## src/rtl/tone_pkg.sv

```systemverilog
// Shared constants for the piano tone decoder: note table, key map and FSM encoding.
package tone_pkg;

  localparam int NUM_NOTES     = 13;
  localparam int FIRST_NOTE    = 25;
  localparam int DEFAULT_TOL   = 1024;
  localparam int DEFAULT_CNT_W = 17;

  typedef enum logic [1:0] {
    SILENT  = 2'd0,
    ACQUIRE = 2'd1,
    LOCKED  = 2'd2
  } state_t;

  // Expected half-period in sysclk cycles for note FIRST_NOTE + idx.
  function automatic int half_period(input int idx);
    case (idx)
      0:       return 123648;
      1:       return 116736;
      2:       return 110336;
      3:       return 103936;
      4:       return 98304;
      5:       return 92672;
      6:       return 87552;
      7:       return 82688;
      8:       return 77824;
      9:       return 73472;
      10:      return 69376;
      11:      return 65536;
      12:      return 61824;
      default: return 0;
    endcase
  endfunction

  function automatic logic [3:0] note_to_key(input logic [7:0] n);
    case (n)
      8'd25:   return 4'd6;
      8'd26:   return 4'd1;
      8'd27:   return 4'd7;
      8'd28:   return 4'd2;
      8'd29:   return 4'd8;
      8'd30:   return 4'd9;
      8'd31:   return 4'd3;
      8'd32:   return 4'd10;
      8'd33:   return 4'd4;
      8'd34:   return 4'd11;
      8'd35:   return 4'd5;
      8'd36:   return 4'd12;
      8'd37:   return 4'd13;
      default: return 4'd0;
    endcase
  endfunction

endpackage

```

## src/rtl/half_period_classifier.sv

```systemverilog
// Combinational match of a measured half-period against the note table (0 = no match).
module half_period_classifier
  import tone_pkg::*;
#(
  parameter int TOL   = DEFAULT_TOL,
  parameter int CNT_W = DEFAULT_CNT_W
) (
  input  logic [CNT_W-1:0] cnt,
  output logic [7:0]       match
);

  logic [NUM_NOTES-1:0] hit;
  logic [31:0]          cnt_ext;

  assign cnt_ext = 32'(cnt);

  for (genvar gi = 0; gi < NUM_NOTES; gi++) begin : g_note
    localparam logic [31:0] LO = 32'(half_period(gi) - TOL);
    localparam logic [31:0] HI = 32'(half_period(gi) + TOL);
    assign hit[gi] = (cnt_ext >= LO) && (cnt_ext <= HI);
  end

  // Table windows never overlap at the default tolerance, so at most one hit is set.
  always_comb begin
    match = '0;
    for (int i = 0; i < NUM_NOTES; i++) begin
      if (hit[i]) match = 8'(FIRST_NOTE + i);
    end
  end

endmodule

```

## src/rtl/tone_decoder.sv

```systemverilog
// Measures tone_in half-periods and locks onto a note after two consecutive matches.
module tone_decoder
  import tone_pkg::*;
#(
  parameter int TOL   = DEFAULT_TOL,
  parameter int CNT_W = DEFAULT_CNT_W
) (
  input  logic       sysclk,
  input  logic       reset,
  input  logic       tone_in,
  output logic [7:0] note,
  output logic [3:0] key,
  output logic       valid,
  output logic       note_strobe
);

  localparam logic [CNT_W-1:0] CNT_MAX = {CNT_W{1'b1}};

  logic [2:0]       sync_reg;
  logic             edge_p;
  logic [CNT_W-1:0] cnt;
  logic [7:0]       match;
  logic [7:0]       cand;
  state_t           state;

  // sync_reg[1:0] is the synchronizer; sync_reg[2] is the previous level for edge detect.
  always_ff @(posedge sysclk) begin
    if (reset) begin
      sync_reg <= '0;
      edge_p   <= 1'b0;
      cnt      <= '0;
    end else begin
      sync_reg <= {sync_reg[1:0], tone_in};
      edge_p   <= sync_reg[2] ^ sync_reg[1];
      if (edge_p)
        cnt <= CNT_W'(1);
      else if (cnt != CNT_MAX)
        cnt <= cnt + CNT_W'(1);
    end
  end

  half_period_classifier #(.TOL(TOL), .CNT_W(CNT_W)) u_classifier (
    .cnt   (cnt),
    .match (match)
  );

  always_ff @(posedge sysclk) begin
    if (reset) begin
      state       <= SILENT;
      cand        <= '0;
      note        <= '0;
      key         <= '0;
      valid       <= 1'b0;
      note_strobe <= 1'b0;
    end else begin
      note_strobe <= 1'b0;
      if (edge_p) begin
        case (state)
          SILENT: begin
            state <= ACQUIRE;
            cand  <= '0;
          end
          ACQUIRE: begin
            if (match != 8'd0 && match == cand) begin
              state       <= LOCKED;
              note        <= match;
              key         <= note_to_key(match);
              valid       <= 1'b1;
              note_strobe <= 1'b1;
            end else begin
              cand <= match;
            end
          end
          LOCKED: begin
            // Note/key are held so downstream still sees the last note while re-acquiring.
            if (match != note) begin
              state <= ACQUIRE;
              cand  <= match;
              valid <= 1'b0;
            end
          end
          default: state <= SILENT;
        endcase
      end else if (state != SILENT && cnt == CNT_MAX) begin
        state <= SILENT;
        cand  <= '0;
        note  <= '0;
        key   <= '0;
        valid <= 1'b0;
      end
    end
  end

endmodule

```

## config.mk

```make
export PLATFORM = sky130hd
export DESIGN_NAME = tone_decoder
export DESIGN_NICKNAME = d
export VERILOG_FILES = /design/src/rtl/tone_pkg.sv /design/src/rtl/half_period_classifier.sv /design/src/rtl/tone_decoder.sv
export SDC_FILE = /design/constraint.sdc
export NUM_CORES = 1
export LEC_CHECK = 0
export CORE_AREA = 2 2 72 74
export DETAILED_ROUTE_END_ITERATION = 8
export DIE_AREA = 0 0 74 76
export PLACE_DENSITY = 0.78
export SYNTH_ARGS = -nofsm -noshare
export SYNTH_HDL_FRONTEND = slang
export SYNTH_SLANG_ARGS = --single-unit
```

## constraint.sdc

```tcl
create_clock -name sysclk -period 3.95 [get_ports sysclk]
set_clock_uncertainty 0.1 [all_clocks]
set_input_delay 0.79 -clock sysclk [delete_from_list [all_inputs] [get_ports sysclk]]
set_output_delay 0.79 -clock sysclk [all_outputs]
set_load 0.01 [all_outputs]
```

==> results.txt <==
----------------------------------------------------
[Status]
  Status ... finished, final reports clean

[Place]
  Worst slack at placement ... approximately 0.17 ns
  Number of placed instances, taps included ... 433
  Number of port buffers ... 14
  GPL Wtd Cong ... roughly 1.1
  Area after detailed placement ... 3020 sq um
  Hpwl dp ... 5110 microns

[GRT]
  Wire length of the first global-routing pass ... ~12000 microns
  Gr ovfl total ... 0
  Largest net degree at the start of global routing ... 22
  Global-route usage over all layers ... 26.0%
  Number of antenna violations at the first check in global routing ... 0
  Vias in the first global route ... ~2500

[Clock network]
  Clock transition at the registers of the reported paths ... 0.08 ns
  Clock buffers created by TritonCTS ... 5
  Hold-fix buffer count after cts ... 0
  TritonCTS clock tree ... built
  Clock root buffer master ... sky130_fd_sc_hd__clkbuf_8
  Clock net sink count ... 39
  CTS H-tree lvls ... 2
  Buffers from clock root to sink, at most ... 2
  Latest clock arrival within the worst-skew pair ... 0.30 ns

[Layout]
  Number of antenna cells inserted ... 0
  Count of placed standard cells in the final layout, fillers left out ... 441
  Final net count ... ~380
  Biggest register ... cnt
  Leading registers by flop count ... cnt: 17 flops, cand: 5 flops, note: 5 flops
  Utilization after layout ... 64.0%
  Cell area after layout ... 3140 sq um
  Fraction of layout cells with a size suffix above 1 ... 12.9%
  Max reg flops ... 17
  Syn-to-layout area delta ... 11.4%

[Drt]
  Per-cell via count in the routed design ... 6.18
  Number of design-rule violations left by the first detailed-router iteration ... 210
  Total routed wirelength ... 6970 microns
  Wire length per cell after detailed routing ... 15.8 microns
  Routed Antenna Nets ... 0
  Number of optimization iterations in the first detailed-route pass ... 6
  DRC violation count after routing ... 0
  Overall via count from detail_route ... 2725

[Timing]
  Crit path time final ... around 3.8 ns
  Final clock period utilization by the worst path ... a little over nine tenths
  Fin Setup TNS ... 0 ns
  Final max-slew violation count ... 0
  Worst Tran Pin Value ... 0.686 ns
  Worst hold margin ... 0.342 ns
  Maximum clock frequency ... roughly 0.26 GHz
  Final setup viols ... 0
  Worst Setup Slack, final ... 0.150 ns
  Rel. slew slack ... 54.2%
  Unrepaired setup endpoints after global routing ... false
  Final hold violations ... 0

[Pwr]
  Maximum ir drop on the vdd rail ... 0.198 mV
  LEAKAGE ... 1.11 nW
  Power per cell area ... 237 nW/um^2
  Total power consumption of the routed design ... 746 uW

[Synthesis]
  Most common library cells after synthesis ... sky130_fd_sc_hd__dfxtp_1, sky130_fd_sc_hd__nor2_1, sky130_fd_sc_hd__nand2_1
  Most frequently used cell type in the post-synthesis netlist ... sky130_fd_sc_hd__dfxtp_1
  Xor-xnor portion of the synthesized cell area ... 4.97%
  Leading cell types by total area after synthesis ... sky130_fd_sc_hd__dfxtp_1, sky130_fd_sc_hd__a21oi_1, sky130_fd_sc_hd__ha_1, sky130_fd_sc_hd__nor2_1, sky130_fd_sc_hd__nand2_1
  Async set or reset register ratio after synthesis ... 0%
  Dominant synthesized flop cell ... sky130_fd_sc_hd__dfxtp_1
  Cell area after synthesis ... 2820 sq um
  Post-Syn Area per Cell ... 7.77 sq um
  Post-synth top area share ... between 20% and 30%
  Number of enable flip-flop cells after synthesis ... 0
  Flop and latch count out of synthesis ... 39
  Largest family of logic cells by synthesized area ... simple AND/OR/NAND/NOR gates
  Mux contribution to synthesized area ... 3.68%
  Post-synthesis compound-gate area fraction ... ~16%
  Post-synthesis simple-gate area fraction ... 36.1%
  Number of distinct library cells after synthesis ... 64
  Total number of yosys warnings ... 0
  Seq/Total Area, Yosys ... 27.7%
  Synth area leader ... sky130_fd_sc_hd__dfxtp_1
  Post-Syn Instances ... 363
  Post-synthesis adder-cell area fraction ... 3.99%

[Setup path]
  Critical path startpoint category ... register
  Largest fanout of any net on the critical path ... 8
  Crit Path Category ... register to register
  Data required, critical path ... 4.05 ns
  Kind of end point of the critical path ... register
  Slowest stage cell, crit path ... sky130_fd_sc_hd__nor4_1
  Arrival time worst endpoint ... 3.90 ns
  Maximum cell stage delay along the critical path ... 0.53 ns
  Critical Path, Cell by Cell ... nor4_1, a31oi_1, or4_1, and3_1, and2_1, ha_1, nand2_1, o22ai_1, o41a_1, or3_4, a32o_1

[Die]
  Num rows ... 26
  Die Y ... 76 microns
  I/O pin total ... 17
  Std-Cell Core Area ... 4910 sq um
  Total Die Area ... 5620 sq um
  Starting density of the core ... 57.4%
  Chip width ... about 74 microns

[Hold path]
  Classification of the worst-slack hold path ... register to register

[Run]
  Number of maximum-capacitance violations ... 0

----------------------------------------------------
-- cells in the final DEF (no fill, tap or decap), types with 3 or more instances in the layout --
cell,netlist,final
sky130_fd_sc_hd__dfxtp_1,39,38
sky130_fd_sc_hd__or3_1,6,6
sky130_fd_sc_hd__nand2_1,25,25
sky130_fd_sc_hd__a31oi_1,6,6
sky130_fd_sc_hd__or2_2,5,5
sky130_fd_sc_hd__inv_1,16,16
sky130_fd_sc_hd__a21oi_1,23,23
sky130_fd_sc_hd__clkbuf_8,0,7
sky130_fd_sc_hd__nand3b_1,8,8
sky130_fd_sc_hd__ha_1,9,9
sky130_fd_sc_hd__xnor2_1,8,8
sky130_fd_sc_hd__and2_1,5,5
sky130_fd_sc_hd__and3_1,6,6
sky130_fd_sc_hd__nor2_1,30,30
sky130_fd_sc_hd__nand3_1,18,18
sky130_fd_sc_hd__o21ai_0,12,12
sky130_fd_sc_hd__nand2b_1,4,4
sky130_fd_sc_hd__nor3_1,6,6
sky130_fd_sc_hd__nor4_1,12,10
sky130_fd_sc_hd__xor2_1,8,8
sky130_fd_sc_hd__buf_4,3,15
sky130_fd_sc_hd__o32ai_1,3,3
sky130_fd_sc_hd__clkdlybuf4s50_1,0,14
sky130_fd_sc_hd__nor2b_1,9,9
sky130_fd_sc_hd__nand4b_1,5,5
sky130_fd_sc_hd__nor4_2,1,3
sky130_fd_sc_hd__mux2i_1,7,7
sky130_fd_sc_hd__mux2_2,3,3
sky130_fd_sc_hd__nand4_1,10,10
sky130_fd_sc_hd__o211ai_1,3,3
sky130_fd_sc_hd__nor3b_1,5,5
-- final cells by class --
cell class	count	area (sq um)
multi-input combinational	278	1850
clock buffer	7	96.3
inverter	17	66.3
tap	70	87.6
timing repair buffer	29	253
sequential	39	782
clock inverter	1	7.51
fill	448	1770
-- cell families after synthesis --
family / Yosys count
other cells: 1
flops: 39
mux: 10
buf+inv: 47
xor+xnor: 16
compound gates: 68
fa+ha+maj: 9
simple gates: 173
-- repair_timing --
action	CTS	global route
gates resized for setup	0	4
setup buffers	0	0
endpoints found under the setup margin	0	5
-- power by group --
group / total (mW) / switching (mW) / internal (mW)
Clock: 0.303 / 0.144 / 0.159
Combinational: 0.0399 / 0.0248 / 0.0152
Sequential: 0.403 / 0.00573 / 0.397
Total: 0.746 / 0.175 / 0.571
-- path summary, 6_finish.rpt --
kind / startpoint / to / slack, ns / cells after the start
min: sync_reg[0] / sync_reg[1] / 0.34 / 1
max: cnt[0] / state[1] / 0.15 / 11
max reg2reg: cnt[0] / state[1] / 0.15 / 11
min reg2reg: sync_reg[0] / sync_reg[1] / 0.34 / 1
-- worst max-delay path, delay by kind of cell, from the launching register on --
kind	cells	cell delay, ns
AOI/OAI and AO/OA	4	1.03
adders and majority gates	1	0.20
DFF	1	0.38
and+or+nand+nor	6	2.00
-- layer usage --
layer,vias to the layer above,GRT usage (%),part of all wire (%)
li1,1332,-,-
met1,1255,32.7,42
met2,109,40.9,49
met3,29,5.03,5.3
met4,0,14.4,4.1
met5,-,0,0
No activity file was read; power rests on OpenSTA's default activity.
